===== src/rtl/result_collector.sv =====
// result_collector: circular result buffer, first-word fall-through head.
// Ports: clk, rst (async active-low), wrReq/wrData push, clr flush,
// outData/outValid/outReady pop, full, empty, count, ovf (sticky drop).
// Optional: define RESULT_COLLECTOR_OVF_EN to enable the ovf register.
module result_collector #(
  parameter int WIDTH = 16,
  parameter int DEPTH = 4
) (
  input  logic                       clk,
  input  logic                       rst,
  input  logic                       wrReq,
  input  logic [WIDTH-1:0]           wrData,
  input  logic                       clr,
  output logic [WIDTH-1:0]           outData,
  output logic                       outValid,
  input  logic                       outReady,
  output logic                       full,
  output logic                       empty,
  output logic [$clog2(DEPTH):0]     count,
  output logic                       ovf
);

  localparam int AW = $clog2(DEPTH);
  localparam int CW = AW + 1;

  logic [WIDTH-1:0] mem [DEPTH];
  logic [AW-1:0]    wptr;
  logic [AW-1:0]    rptr;
  logic [CW-1:0]    cnt;
  logic             pop;
  logic             push;
  logic             drop;

  assign empty    = (cnt == '0);
  assign full     = (cnt == CW'(DEPTH));
  assign outValid = ~empty;
  assign count    = cnt;
  assign outData  = mem[rptr];

  // A full buffer still accepts a write when the head leaves
  // in the same cycle; otherwise the word is dropped.
  assign pop  = outValid & outReady;
  assign push = wrReq & (~full | pop);
  assign drop = wrReq & full & ~pop;

  always_ff @(posedge clk) begin
    if (push && !clr) begin
      mem[wptr] <= wrData;
    end
  end

  // DEPTH is a power of two, so pointer overflow is the wrap.
  always_ff @(posedge clk or negedge rst) begin
    if (!rst) begin
      wptr <= '0;
      rptr <= '0;
      cnt  <= '0;
    end else if (clr) begin
      wptr <= '0;
      rptr <= '0;
      cnt  <= '0;
    end else begin
      if (push) wptr <= wptr + 1'b1;
      if (pop)  rptr <= rptr + 1'b1;
      if (push && !pop) begin
        cnt <= cnt + 1'b1;
      end else if (pop && !push) begin
        cnt <= cnt - 1'b1;
      end
    end
  end

`ifdef RESULT_COLLECTOR_OVF_EN
  logic ovf_q;

  always_ff @(posedge clk or negedge rst) begin
    if (!rst) begin
      ovf_q <= 1'b0;
    end else if (drop) begin
      ovf_q <= 1'b1;
    end
  end

  assign ovf = ovf_q;
`else
  logic unused_drop;
  assign unused_drop = drop;
  assign ovf = 1'b0;
`endif

endmodule


===== config.mk =====
export PLATFORM = sky130hd
export DESIGN_NAME = result_collector
export DESIGN_NICKNAME = d
export VERILOG_FILES = /design/src/rtl/result_collector.sv
export SDC_FILE = /design/constraint.sdc
export NUM_CORES = 1
export LEC_CHECK = 0
export BUFFER_PORTS_ARGS = -buffer_cell sky130_fd_sc_hd__clkbuf_2
export CORE_MARGIN = 2
export CORE_UTILIZATION = 56
export CTS_BUF_LIST = sky130_fd_sc_hd__clkbuf_16
export DETAILED_ROUTE_END_ITERATION = 10
export GPL_ROUTABILITY_DRIVEN = 0
export PLACE_DENSITY = 0.79
export SYNTH_ARGS = -nofsm -noshare
export SYNTH_HDL_FRONTEND = slang
export SYNTH_SLANG_ARGS = --single-unit

===== constraint.sdc =====
create_clock -name clk -period 2.9 [get_ports clk]
set_input_delay 0.145 -clock clk [delete_from_list [all_inputs] [get_ports clk]]
set_output_delay 0.145 -clock clk [all_outputs]
set_load 0.02 [all_outputs]

Word-level counts from Yosys, hierarchy flattened

Memory sizes are Yosys's and may differ from the RTL's.
Cells that the tools add are included.

$add $sub $neg: 4
Multiply operators: 0
Div/mod/pow operators: 0
Order comparisons: 0
Eq/ne operators: 1
Shift-type cells: 0
Muxes and demuxes: 9
Bitwise logic cells: 5
Reduce and logical (&&, ||, !) cells: 10

Operator list:

| cell                  | number |
|---|---|
| $mux W3               | 3 |
| $mux W2               | 4 |
| $add A2 B1 Y2 const B | 2 |
| $reduce_bool A2 Y1    | 2 |
| $add A3 B1 Y3 const B | 1 |
| $eq A3 B3 Y1 const B  | 1 |
| $logic_and A1 B1 Y1   | 3 |
| $logic_not A1 Y1      | 3 |
| $logic_not A3 Y1      | 1 |
| $reduce_bool A3 Y1    | 1 |
| $sub A3 B1 Y3 const B | 1 |
| $and A1 B1 Y1         | 2 |
| $mux W1               | 2 |
| $not A1 Y1            | 2 |
| $or A1 B1 Y1          | 1 |

Register bits: 7
Bits in latches: 0
Memory bits (writable): 64
ROM bits: 0
Output and inout port bits: 23
Memories kept: 1

Memories:

| name | words | width | rd ports | clocked after memory_dff | write ports | line | RTL |
|---|---|---|---|---|---|---|---|
| mem  | 4     | 16    | 1        | 0                        | 1           | 26   | `logic [WIDTH-1:0] mem [DEPTH];` |

Logic depth before layout (Yosys ltp)

Depth in word-level cells: 10
Gate-level depth with buffers: 7
Mapped depth without buffers: 6

Worst setup path after synthesis

Ideal clock, no wire load.

Path type: register -> register
Start point: register cnt[2], in the netlist count[2]
End point: memory mem[0][0] (enable)
Library setup time: 0.413 ns
Arrival: 2.272 ns
Data required time: 2.487 ns
Path slack: 0.215 ns
Stages on the path, launching flop included: 5
Path buffers: 1
Clock period less this slack: 2.685 ns
Cell sequence: dfrtp_1 buf_6 or3b_4 o21ai_0 nor3b_1

Cells in the longest elaborated chain, start to end: 8

RTL lines:

| what                            | line | RTL |
|---|---|---|
| from (decl)                     | 29   | `logic [CW-1:0] cnt;` |
| from (signal assigned)          | 66   | `cnt <= cnt + 1'b1;` |
| from (signal assigned)          | 68   | `cnt <= cnt - 1'b1;` |
| $logic_not A3 Y1                | 34   | `assign empty = (cnt == '0);` |
| $not A1 Y1                      | 36   | `assign outValid = ~empty;` |
| $and A1 B1 Y1                   | 42   | `assign pop = outValid & outReady;` |
| $or A1 B1 Y1 *                  | 43   | `assign push = wrReq & (~full \| pop);` |
| $and A1 B1 Y1 *                 | 43   |  |
| $logic_and A1 B1 Y1 *           | 47   | `if (push && !clr) begin` |
| $mux W1 *                       | 47   |  |
| $mux W1 (implied by the code) * | 48   | `mem[wptr] <= wrData;` |
| to (decl)                       | 26   |  |

Mark *: on every way between the ends. The rest lies on a longest branch, timed or not.

Final worst setup path

Start point: register cnt[2], in the netlist count[2]
End point: memory mem[2][0] (enable)

Same word-level chain as after synthesis.

==> out/results.ini <==
[finish]
n_fill_cell=338
multi_input_area_um2=746
num_antenna_cells=0
stdcell_count=273
seq_area_um2=2100
fin_nets=224
drive_above_1_share_pct=40.9
area_growth_pct=19.8

[place]
place_hpwl_mm=3.22
port_buffers=42
dp_cells=256

[logic_synthesis]
synth.area.top_cells=edfxtp_1 66%, mux4_2 12%, dfrtp_1 6.0%, ha_1 1.7%, nor2_1 1.3%
synth-edff-count=64
synth_top_area_share_pct=66.1
yosysMostFrequentCell=edfxtp_1
ys_warn_count=0
ys_top_cells_by_count=64 x edfxtp_1, 16 x mux4_2, 10 x nor2_1
synth_flop_cell=edfxtp_1
synth-compound-area-share_pct=2.41
synth_fa_ha_area_share_pct=2.41
syn_area_um2=2910
synth_largest_area_cell=edfxtp_1
synth-async-reset-ratio_pct=9.86
ys_ff_latch=71
syn_inst=150
synth_top_family_by_area=multiplexers
synth_area_per_cell_um2=19.4
yosysSeqAreaShare_pct=72.1
syn_nets=176
synth-xor-area-share_pct=0.904
synthMuxAreaShare_pct=14.4
synth_cell_type_count=31
synthSimpleGateAreaFrac_pct=4.74

[min_path]
whs_path_depth=1
min_to=mem[1][15]
hold_path_class=input port to flop
min-delay-start=wrData[15]

[pwr]
p_comb_share_pct=24.9
intPower_uw=2190
p_sw_uw=868
sw_frac_of_total_pct=28.4
clkPwrFrac_pct=33.1
peakVddDrop_mv=0.689
p_leak_uw=0.00128
seqPwrFrac_pct=42.0
p_per_area_nw_per_um2=877

[clock_tree]
post_cts_resize_count=0
clk_latency_ps=330
cts_root_buf=clkbuf_16
ctsHoldBuffers=1
cts_buffer_depth=2
tritoncts=built
cts.clk_slew.worst_paths_ps=50
numClockSinks=71
cts_setup_buffers=0
cts.htree.levels=3
cts_buffers=9

[run_status]
status=finished, final reports clean

[sta]
relSlewSlack_pct=16.9
final.setup.tns_ps=0
hold_viol=0
rsz0062_at_grt=false
whs_ps=37.0
period_minus_slack_ps=2490
setup_viol_count_final=0
tightestPinTransition_ps=1240
finalClockSkew_ps=5.66
drv_slew=0
fin_crit_sh_pct=85.7
fmax_mhz=402

[setup_path]
cp_data_required_time_ps=2830
cp.arrival_ps=2420
crit_type=flop to flop
crit_start=count[2]
r2r_start=count[2]
reg2reg_slack_ps=410
rr_worst_depth=3
cp_max_fo=16
r2r-end=mem[2][0]
cp-start-kind=flop
end_kind=flop

[drt]
route.antenna.remaining_nets=0
vias=1493
drc=0
routed_via_density=5.47
wire_per_inst_um=17.6
wl_mm=4.79
firstDrtPassIters=4
dr.first_iter.drc_count=83

[floorplan]
fp.dieArea_um2=5780
ioPinCount=44
initial_utilization_pct=57.6
core_um2=5040
die_x_um=76.0
die_y_um=76.0
rows=26

[global_route]
antenna_found_initial=0
grt_first_pass_wirelength_mm=7.72
grt_max_degree=18
grt_pass1_vias=1568
track_usage_pct=18.3
overflow=0

[flow_run]
drv_cap=0

==> layout make-up <==
| type | count | share of cell area (%) |
|---|---|---|
| clock buffers | 9 | 6.47 |
| clock inverters | 7 | 1.58 |
| inverters | 6 | 0.647 |
| multi-input cells | 63 | 21.4 |
| flip-flops and latches | 71 | 60.2 |
| well taps | 70 | 2.51 |
| repair buffers | 47 | 7.18 |
==> routing by layer <==
| metal | global-route usage [%] | routed length [um] | up-vias |
|---|---|---|---|
| li1 | - | - | 687 |
| met1 | 21.7 | 1920 | 752 |
| met2 | 29.8 | 2560 | 40 |
| met3 | 3.79 | 146 | 14 |
| met4 | 13.3 | 173 | 0 |
| met5 | 0 | 0 | - |
==> cell families after synthesis <==
family | Yosys count
adder cells (fa/ha/maj) | 5
buffers and inverters | 16
other | 1
AO/OA/AOI/OAI | 9
AND/OR/NAND/NOR | 24
multiplexers | 21
flip-flops | 71
XOR/XNOR | 3
==> power groups by stage <==
stage	sequential (uW)	clock (uW)	combinational (uW)
5_1_grt	1300	1070	811
2_1_floorplan	1250	0	613
6_report	1280	1010	759
3_3_place_gp	1300	0	742
3_5_place_dp	1310	0	758
4_1_cts	1280	1030	769
==> worst max-delay path by stage <==
stage / end / slack (ps) / cells after the start
3_3_place_gp: mem[2][5] / 520 / 3
3_5_place_dp: mem[2][7] / 390 / 3
5_1_grt: mem[2][7] / 210 / 3
2_1_floorplan: mem[0][0] / 210 / 4
6_report: mem[2][0] / 410 / 3
4_1_cts: mem[2][8] / 390 / 3
==> placed cells by master, fill, tap and decap left out <==
cell and n:
clkinv_1 3, nor3b_2 4, o21a_1 1, mux2_4 1
nand2b_1 4, mux2_2 2, bufinv_16 1, dlygate4sd3_1 1
buf_4 4, and3_1 1, xor2_1 2, dfrtp_1 7
nor4b_1 1, edfxtp_1 64, a31oi_1 2, o31ai_1 1
inv_1 7, o21ai_0 2, o21a_4 1, or3b_4 1
ha_1 4, clkinv_2 2, mux4_2 16, nor2_1 10
clkbuf_2 42, mux2i_1 2, clkbuf_16 9, conb_1 1
or3_1 2, o311ai_0 1, a221oi_1 1, nor2b_1 1
xnor2_1 1, fa_1 1
==> sequential cells by signal, summed over array words and instances, names as in the netlist <==
register and count:
mem 64, count 3, rptr 2, wptr 2
==> worst max-delay path, cell delays in order (launching register included) <==
cell and delay, ps:
dfrtp_1 470, or3b_4 300, o21ai_0 240, nor3b_2 1080
==> metrics by stage <==
| stage | setup slack, ps | instance area, um^2 | util (%) | total power (uW) |
|---|---|---|---|---|
| floorplan | 215 | 2910 | - | 1870 |
| global placement | 518 | 3190 | 63.3 | 2040 |
| detailed placement | 394 | 3190 | 63.3 | 2060 |
| CTS | 389 | 3480 | 69.1 | 3080 |
| global route | 212 | 3480 | 69.1 | 3180 |
| finish | 414 | 3480 | 69.1 | 3050 |
(Power assumes the default switching activity.)
